File: src/rtl/axi_simple_mst.sv
// Single-outstanding AXI4 initiator: turns one command plus a data stream into one
// INCR burst, then reports the worst response and any protocol anomaly seen.
module axi_simple_mst #(
  parameter int unsigned AxiAddrWidth = 32,
  parameter int unsigned AxiDataWidth = 64,
  parameter int unsigned AxiIdWidth   = 4,
  parameter int unsigned TxnId        = 0
) (
  input  logic                      clk_i,
  input  logic                      rst_ni,
  input  logic                      cmd_valid_i,
  output logic                      cmd_ready_o,
  input  logic                      cmd_write_i,
  input  logic [AxiAddrWidth-1:0]   cmd_addr_i,
  input  logic [7:0]                cmd_len_i,
  input  logic                      wdata_valid_i,
  output logic                      wdata_ready_o,
  input  logic [AxiDataWidth-1:0]   wdata_i,
  output logic                      rdata_valid_o,
  input  logic                      rdata_ready_i,
  output logic [AxiDataWidth-1:0]   rdata_o,
  output logic                      rdata_last_o,
  output logic                      done_valid_o,
  input  logic                      done_ready_i,
  output logic [1:0]                done_resp_o,
  output logic                      done_err_o,
  output logic                      aw_valid_o,
  input  logic                      aw_ready_i,
  output logic [AxiIdWidth-1:0]     aw_id_o,
  output logic [AxiAddrWidth-1:0]   aw_addr_o,
  output logic [7:0]                aw_len_o,
  output logic [2:0]                aw_size_o,
  output logic [1:0]                aw_burst_o,
  output logic                      w_valid_o,
  input  logic                      w_ready_i,
  output logic [AxiDataWidth-1:0]   w_data_o,
  output logic [AxiDataWidth/8-1:0] w_strb_o,
  output logic                      w_last_o,
  input  logic                      b_valid_i,
  output logic                      b_ready_o,
  input  logic [AxiIdWidth-1:0]     b_id_i,
  input  logic [1:0]                b_resp_i,
  output logic                      ar_valid_o,
  input  logic                      ar_ready_i,
  output logic [AxiIdWidth-1:0]     ar_id_o,
  output logic [AxiAddrWidth-1:0]   ar_addr_o,
  output logic [7:0]                ar_len_o,
  output logic [2:0]                ar_size_o,
  output logic [1:0]                ar_burst_o,
  input  logic                      r_valid_i,
  output logic                      r_ready_o,
  input  logic [AxiIdWidth-1:0]     r_id_i,
  input  logic [AxiDataWidth-1:0]   r_data_i,
  input  logic [1:0]                r_resp_i,
  input  logic                      r_last_i,
  output logic [2:0]                state_o
);

  // Handshake rule on every channel: a beat transfers on the rising clock edge
  // where valid and ready are both high; valid never waits on ready.
  localparam logic [2:0] StIdle = 3'd0;
  localparam logic [2:0] StAw   = 3'd1;
  localparam logic [2:0] StW    = 3'd2;
  localparam logic [2:0] StB    = 3'd3;
  localparam logic [2:0] StAr   = 3'd4;
  localparam logic [2:0] StR    = 3'd5;
  localparam logic [2:0] StDone = 3'd6;

  localparam logic [AxiIdWidth-1:0] TxnIdL = AxiIdWidth'(TxnId);
  localparam logic [2:0]            AxSize = 3'($clog2(AxiDataWidth / 8));

  logic [2:0]              state_q, state_d;
  logic [AxiAddrWidth-1:0] addr_q;
  logic [7:0]              len_q;
  logic [7:0]              beat_q;
  logic [1:0]              resp_q;
  logic                    err_q;
  logic                    terminal;
  logic                    w_hs, b_hs, r_hs;

  // Response codes are ordered by severity, so the worst is the numeric max.
  function automatic logic [1:0] worst(input logic [1:0] a, input logic [1:0] b);
    return (a > b) ? a : b;
  endfunction

  assign terminal = (beat_q == len_q);
  assign w_hs     = w_valid_o & w_ready_i;
  assign b_hs     = b_valid_i & b_ready_o;
  assign r_hs     = r_valid_i & r_ready_o;

  always_comb begin
    state_d = state_q;
    unique case (state_q)
      StIdle: if (cmd_valid_i) state_d = cmd_write_i ? StAw : StAr;
      StAw:   if (aw_ready_i) state_d = StW;
      StW:    if (w_hs && terminal) state_d = StB;
      StB:    if (b_valid_i) state_d = StDone;
      StAr:   if (ar_ready_i) state_d = StR;
      StR:    if (r_hs && terminal) state_d = StDone;
      StDone: if (done_ready_i) state_d = StIdle;
      default: state_d = StIdle;
    endcase
  end

  always_ff @(posedge clk_i or negedge rst_ni) begin
    if (!rst_ni) begin
      state_q <= StIdle;
      addr_q  <= '0;
      len_q   <= '0;
      beat_q  <= '0;
      resp_q  <= '0;
      err_q   <= 1'b0;
    end else begin
      state_q <= state_d;
      if (state_q == StIdle && cmd_valid_i) begin
        addr_q <= cmd_addr_i;
        len_q  <= cmd_len_i;
        beat_q <= '0;
        resp_q <= '0;
        err_q  <= 1'b0;
      end
      if (w_hs) beat_q <= beat_q + 8'd1;
      if (b_hs) begin
        resp_q <= worst(resp_q, b_resp_i);
        if (b_id_i != TxnIdL) err_q <= 1'b1;
      end
      // The beat counter, not r_last, decides the end of a read burst.
      if (r_hs) begin
        beat_q <= beat_q + 8'd1;
        resp_q <= worst(resp_q, r_resp_i);
        if (r_id_i != TxnIdL || r_last_i != rdata_last_o) err_q <= 1'b1;
      end
    end
  end

  assign cmd_ready_o   = (state_q == StIdle);

  assign aw_valid_o    = (state_q == StAw);
  assign aw_id_o       = TxnIdL;
  assign aw_addr_o     = addr_q;
  assign aw_len_o      = len_q;
  assign aw_size_o     = AxSize;
  assign aw_burst_o    = 2'b01;

  assign w_valid_o     = (state_q == StW) & wdata_valid_i;
  assign wdata_ready_o = (state_q == StW) & w_ready_i;
  assign w_data_o      = wdata_i;
  assign w_strb_o      = '1;
  assign w_last_o      = (state_q == StW) & terminal;

  assign b_ready_o     = (state_q == StB);

  assign ar_valid_o    = (state_q == StAr);
  assign ar_id_o       = TxnIdL;
  assign ar_addr_o     = addr_q;
  assign ar_len_o      = len_q;
  assign ar_size_o     = AxSize;
  assign ar_burst_o    = 2'b01;

  assign r_ready_o     = (state_q == StR) & rdata_ready_i;
  assign rdata_valid_o = (state_q == StR) & r_valid_i;
  assign rdata_o       = r_data_i;
  assign rdata_last_o  = (state_q == StR) & terminal;

  assign done_valid_o  = (state_q == StDone);
  assign done_resp_o   = resp_q;
  assign done_err_o    = err_q;
  assign state_o       = state_q;

endmodule

File: config.mk
export PLATFORM = sky130hd
export DESIGN_NAME = axi_simple_mst
export DESIGN_NICKNAME = d
export VERILOG_FILES = /design/src/rtl/axi_simple_mst.sv
export SDC_FILE = /design/constraint.sdc
export NUM_CORES = 1
export LEC_CHECK = 0
export BUFFER_PORTS_ARGS = -buffer_cell sky130_fd_sc_hd__buf_4
export CAP_MARGIN = 15
export CORE_AREA = 2 2 174 176
export DETAILED_ROUTE_END_ITERATION = 8
export DIE_AREA = 0 0 176 178
export GPL_TIMING_DRIVEN = 0
export MAX_ROUTING_LAYER = met4
export PLACE_DENSITY = 0.47
export SYNTH_ARGS = -nofsm -noshare
export SYNTH_HDL_FRONTEND = slang
export SYNTH_SLANG_ARGS = --single-unit
File: constraint.sdc
create_clock -name clk_i -period 1.7 [get_ports clk_i]
set_input_delay 0.17 -clock clk_i [delete_from_list [all_inputs] [get_ports clk_i]]
set_output_delay 0.17 -clock clk_i [all_outputs]
set_load 0.02 [all_outputs]
After elaboration in Yosys (flattened, before gate mapping)
Index checks and enable logic that the tools add are counted.
- bits of input ports: 193
- register bits: 54
- logic and storage cells: 68
- bitwise operators: 9
- add/sub/neg operators: 1
- $lt $le $gt $ge: 2
- equality and inequality tests: 17
- reduce and logical (&&, ||, !) cells: 11
- multiplexer cells: 22
- operator list (cell ; number):
    2-to-1 mux 3 bit ; 8
    2-to-1 mux 8 bit ; 3
    case mux 3 bit (7 select lines) ; 1
    2-to-1 mux 2 bit ; 5
    != test 2 bit (second input constant) ; 5
    bitwise AND 1 bit ; 9
    == test 3 bit (second input constant) ; 3
    adder 8 x 1 -> 8 bit (second input constant) ; 1
    == test 8 bit ; 1
    nonzero test 4 bit ; 2
    AND reduction 7 bit ; 1
    == test 3 x 2 -> 1 bit (second input constant) ; 2
    != test 2 x 1 -> 1 bit (second input constant) ; 3
    nonzero test 3 bit ; 2
    2-to-1 mux 1 bit ; 5
    > comparator 2 bit ; 2
    == test 3 x 1 -> 1 bit (second input constant) ; 1
    logical AND 1 bit ; 3
    zero test 3 bit ; 1
    != test 3 bit (second input constant) ; 1
    AND reduction 3 bit ; 1
    logical OR 1 bit ; 1
    != test 1 bit ; 1

Longest topological paths before layout
- word-level depth: 7
- depth in mapped cells: 7
- gate-level depth less buffers: 7

Worst setup path before layout
No wires, ideal clock.
- path type: register to register
- from: register state_q[2], in the netlist state_o[2]
- to: register resp_q[1], in the netlist done_resp_o[1]
- clock period less this slack: 1.973 ns
- setup time: 0.128 ns
- cell stages (with the launch flop): 5
- slack: -0.273 ns
- arrival: 1.845 ns
- required time: 1.572 ns
- path through: dfrtp_1 > nor3_2 > nand2_1 > a311o_2 > mux2_1
- elaborated cells between the ends (all ways): 13
- those cells by class: eq/ne: 4; mux: 2; bitwise: 3; reduce/logical: 4
- RTL lines (item ; line ; RTL):
    start: declaration ; 72 ; logic [2:0] state_q, state_d;
    start signal: assignment ; 107 ; state_q <= StIdle;
    start signal: assignment ; 114 ; state_q <= state_d;
    zero test 3 bit ; -- ;
    via cmd_ready_o ; 12 ; output logic cmd_ready_o,
    logical AND 1 bit ; 115 ; if (state_q == StIdle && cmd_valid_i) begin
    nonzero test 3 bit (no source line) ; -- ;
    AND reduction 3 bit (no source line) ; -- ;
    end signal: assignment ; 124 ; resp_q <= worst(resp_q, b_resp_i);
    end signal: assignment ; 130 ; resp_q <= worst(resp_q, r_resp_i);
    end: declaration ; 76 ; logic [1:0] resp_q;
The timed path passes the listed nets, and every way through them passes these cells.
A chain may end at the register's enable or synchronous reset.

Worst setup path after layout
- from: register len_q[1], in the netlist ar_len_o[1]
- to: output rdata_last_o
- cells in the longest elaborated chain, start to end: 2
- RTL lines (item ; line ; RTL):
    start: declaration ; 74 ; logic [7:0] len_q;
    start signal: assignment ; 117 ; len_q <= cmd_len_i;
    == test 8 bit ; 86 ; assign terminal = (beat_q == len_q);
    bitwise AND 1 bit ; 163 ; assign rdata_last_o = (state_q == StR) & terminal;
    end: declaration ; 22 ; output logic rdata_last_o,
Every way passes these cells.

==> summary.json <==
{
  "power": {
    "irDropWorstVdd_v": 0.0004675,
    "cell_internal_pwr_uw": 5828,
    "p_total_uw": 10380,
    "power.combinational.fraction_pct": 65.2,
    "power_frac_clock_pct": 12.0,
    "p_per_area_mw_per_mm2": 1375,
    "share_seq_of_total_power_pct": 22.8,
    "static-leakage-power_uw": 0.004196,
    "total_switching_power_uw": 4551,
    "power.switching_fraction_pct": 43.85
  },
  "clocking": {
    "cts.sink_count": 54,
    "worstSkewPairLatency_ps": 310,
    "max_h_tree_level": 2,
    "clk_path_buf_depth": 2,
    "cts_root_buf": "sky130_fd_sc_hd__clkbuf_16",
    "cts_buffers": 5,
    "cts.clk_slew.worst_paths_ps": 80,
    "tritoncts": "built"
  },
  "die": {
    "die-area_mm2": 0.03133,
    "ioPinCount": 444,
    "core_region_area_mm2": 0.02940,
    "chipHeight_um": 178,
    "die-width_um": 176,
    "initial_utilization_pct": 13.86,
    "rows": 63
  },
  "global_routing": {
    "grt_pass1_wl_mm": 22.29,
    "overall_track_demand_over_capacity_in_global_routing_pct": 9.698,
    "first_global_vias": 3946,
    "grt.met1_usage_pct": 11.11,
    "antenna_violations_before_repair": 0,
    "global_route.overflow_total": 0,
    "gr-max-usage-layer": "met2",
    "global_route_met2_utilization_pct": 17.08,
    "grtUsageMet3_pct": 2.664,
    "maximum_number_of_pins_on_one_net_before_global_route_repair": 55
  },
  "yosys": {
    "syn_area_per_cell_um2": 8.214,
    "yosysUniqueCellTypes": 40,
    "post-synth-top-area-fraction_pct": 36.12,
    "synth-async-reset-ratio_pct": 100.0,
    "synth-edff-count": 0,
    "synth.yosys.seq_area_share_pct": 33.17,
    "synthesis.instances": 496,
    "netlist.top_cell.by_area": "sky130_fd_sc_hd__buf_4",
    "ys_warn_count": 0,
    "synth_flop_cell": "sky130_fd_sc_hd__dfrtp_1",
    "syn-cell-area_mm2": 0.004074,
    "yosys_register_bits": 54,
    "netlist_top_cells_area": "sky130_fd_sc_hd__buf_4 36%, sky130_fd_sc_hd__dfrtp_1 33%, sky130_fd_sc_hd__nand2_1 12%"
  },
  "sta": {
    "timing.final.hold_violations": 0,
    "fmaxAchievable_mhz": 515.9,
    "fin_setup_tns_ps": -871.0,
    "grt_setup_unrepaired": "true",
    "drv_slew": 0,
    "final.setup_skew_ps": 9.814,
    "timing.slew.headroom_pct": 47.61,
    "max_slew.worst_pin.slew_ps": 785.8,
    "final_period_minus_worst_setup_slack_ps": 1938,
    "final.setup.worst_slack_ps": -238.3,
    "finalHoldWorstSlack_ps": 43.94,
    "setup_violations": 8,
    "fin_crit_sh_pct": 114.0
  },
  "critical_path": {
    "worst-endpoint-required_ps": 1530,
    "cp_slowest_cell": "sky130_fd_sc_hd__dfrtp_1",
    "crit_type": "flop to output port",
    "timing.reg2reg.setup_slack_ps": -230,
    "critical_path.max_stage_delay_ps": 400,
    "reg2reg_depth": 9,
    "endpoint_kind": "output port",
    "worst_ep_arrival_time_ps": 1770,
    "critPathMaxFanout": 2,
    "cp_cell_sequence": "xor2_1 > nor4_4 > buf_4 > nand2_2 > nor4_4 > buf_4",
    "critical_path_launch_point_type": "flop"
  },
  "run_status": {
    "violations": "setup timing",
    "result_of_the_run": "finished, violations left"
  },
  "cells_and_area": {
    "layout.cells.non_filler": 1246,
    "num-fill-cells": 3241,
    "num_antenna_cells": 0,
    "finalNetCount": 1053,
    "area_taken_by_multi_input_logic_gates_mm2": 0.001446,
    "drive_gt1_share_pct": 68.34,
    "ff_latch_area_mm2": 0.001361,
    "synthToLayoutAreaGrowth_pct": 85.29
  },
  "placement": {
    "dpl_worst_slack_ps": -641.2,
    "buffer_ports.inserted": 289,
    "dpl.cell_count": 1199,
    "hpwl_dp_mm": 13.28,
    "gp_congestion": 0.7944
  },
  "min_path": {
    "holdCritPathClass": "input port to flop",
    "worst_hold_path.num_cells": 3
  },
  "drt": {
    "drt_wl_total_mm": 16.40,
    "detail-route-antenna-nets": 0,
    "detail_route.drc_violations": 0,
    "viasPerCell": 3.364,
    "wl_per_cell_um": 13.16,
    "initialDrtViolationCount": 195,
    "dr_total_vias": 4191,
    "drt-pass1-iter-count": 4
  },
  "job": {
    "max_cap_violations": 0
  }
}
cell families (layout without fill, tap and decap cells):
family                   count (synthesis)  after routing  synth area share, %
AO/OA/AOI/OAI                           31             31                5.099
XOR/XNOR                                 9              9                1.935
adder cells (fa/ha/maj)                  5              5                1.536
buffers and inverters                  217            553                38.24
flip-flops                              54             54                33.17
multiplexers                             4              4                1.044
other                                    2             26               0.1843
AND/OR/NAND/NOR                        174            174                18.80
cell usage in the layout, fill, tap and decap left out, types with 2 or more instances in the layout:
cell type                   instances
sky130_fd_sc_hd__a21oi_1            6
sky130_fd_sc_hd__clkbuf_1           2
sky130_fd_sc_hd__a211oi_2           2
sky130_fd_sc_hd__and2_4             3
sky130_fd_sc_hd__nor2_2             2
sky130_fd_sc_hd__dfrtp_1           46
sky130_fd_sc_hd__xor2_2             2
sky130_fd_sc_hd__nand3_1            5
sky130_fd_sc_hd__a21oi_2            2
sky130_fd_sc_hd__inv_1             11
sky130_fd_sc_hd__nor4_4             3
sky130_fd_sc_hd__o21ai_0            3
sky130_fd_sc_hd__mux2i_1            2
sky130_fd_sc_hd__nor2_1             7
sky130_fd_sc_hd__xor2_1             7
sky130_fd_sc_hd__buf_4            512
sky130_fd_sc_hd__nor4_1             2
sky130_fd_sc_hd__nand2_4            2
sky130_fd_sc_hd__dfrtp_2            8
sky130_fd_sc_hd__mux2_4             2
sky130_fd_sc_hd__clkbuf_2           5
sky130_fd_sc_hd__ha_1               3
sky130_fd_sc_hd__and3_1             5
sky130_fd_sc_hd__o21ai_1            7
sky130_fd_sc_hd__nand2_1          130
sky130_fd_sc_hd__conb_1            26
sky130_fd_sc_hd__o22ai_1            3
sky130_fd_sc_hd__ha_4               2
sky130_fd_sc_hd__clkbuf_16          5
sky130_fd_sc_hd__nor2_4             2
sky130_fd_sc_hd__buf_6             12
synth_stat cells (5+ instances only):
cell                       number
sky130_fd_sc_hd__ha_1           5
sky130_fd_sc_hd__buf_4        196
sky130_fd_sc_hd__xor2_1         9
sky130_fd_sc_hd__and3_1         5
sky130_fd_sc_hd__dfrtp_1       54
sky130_fd_sc_hd__clkbuf_1       9
sky130_fd_sc_hd__nor4_1         5
sky130_fd_sc_hd__nand3_1        5
sky130_fd_sc_hd__inv_1         11
sky130_fd_sc_hd__nor2_1        11
sky130_fd_sc_hd__o21ai_0       10
sky130_fd_sc_hd__a21oi_1        8
sky130_fd_sc_hd__nand2_1      132
stage by stage:
step / instance area [µm²] / utilization (%)
after CTS: 7352 / 25.01
after global routing: 7548 / 25.67
after detailed placement: 6840 / 23.26
after global placement: 6840 / 23.26
after floorplan: 4183 / -
final: 7548 / 25.67
area by class of cell:
| type | count | area share, % |
|---|---|---|
| Clock buffer | 6 | 1.707 |
| Multi-Input combinational cell | 249 | 19.16 |
| Inverter | 11 | 0.5470 |
| Sequential cell | 54 | 18.03 |
| Tap cell | 390 | 6.464 |
| Buffer | 205 | 20.34 |
| Clock inverter | 2 | 0.4973 |
| Timing Repair Buffer | 329 | 33.25 |
timing repair:
action / CTS / global route
pin swaps: 11 / 17
endpoints found under the setup margin: 59 / 42
gates resized for setup: 40 / 30
hold buffers: 1 / 0
hold endpoints to repair: 54 / 0
buffers inserted: 21 / 18
sequential cells by signal (all words and copies together), names as in the netlist:
| signal | count |
|---|---|
| beat_q | 8 |
| ar_addr_o | 32 |
| state_o | 3 |
| ar_len_o | 8 |
| done_resp_o | 2 |
| done_err_o | 1 |
path summary, 6_finish.rpt:
path / startpoint / end
worst max-delay path: ar_len_o[1]$_DFFE_PN0P_ / rdata_last_o
worst min-delay path: cmd_addr_i[23] / ar_addr_o[23]$_DFFE_PN0P_
worst max register to register: ar_len_o[1]$_DFFE_PN0P_ / state_o[0]$_DFFE_PN0P_
worst min register to register: beat_q[7]$_DFFE_PN0P_ / beat_q[7]$_DFFE_PN0P_
max in group asynchronous: rst_ni / ar_len_o[0]$_DFFE_PN0P_
min in group asynchronous: rst_ni / done_err_o$_DFF_PN0_
critical path, delay by kind of cell, from the launching register on:
kind                   cells  cell delay, ps
AND/OR/NAND/NOR            3             520
flip-flops                 1             400
buffers and inverters      2             350
XOR/XNOR                   1             170
power by group through the flow:
stage | combinational, µW | sequential, µW | clock [µW]
floorplan | 3020 | 2840 | 0
global placement | 6000 | 2430 | 0
detailed placement | 5990 | 2440 | 0
CTS | 6570 | 2400 | 1300
global route | 7250 | 2450 | 1350
finish | 6770 | 2370 | 1240
layer usage:
metal | vias to the layer above | wire length (µm)
met5 | - | 0
met4 | 0 | 112
met3 | 8 | 1337
met2 | 246 | 8492
met1 | 1880 | 6457
li1 | 2057 | -
Power figures use the tool's default switching activity.
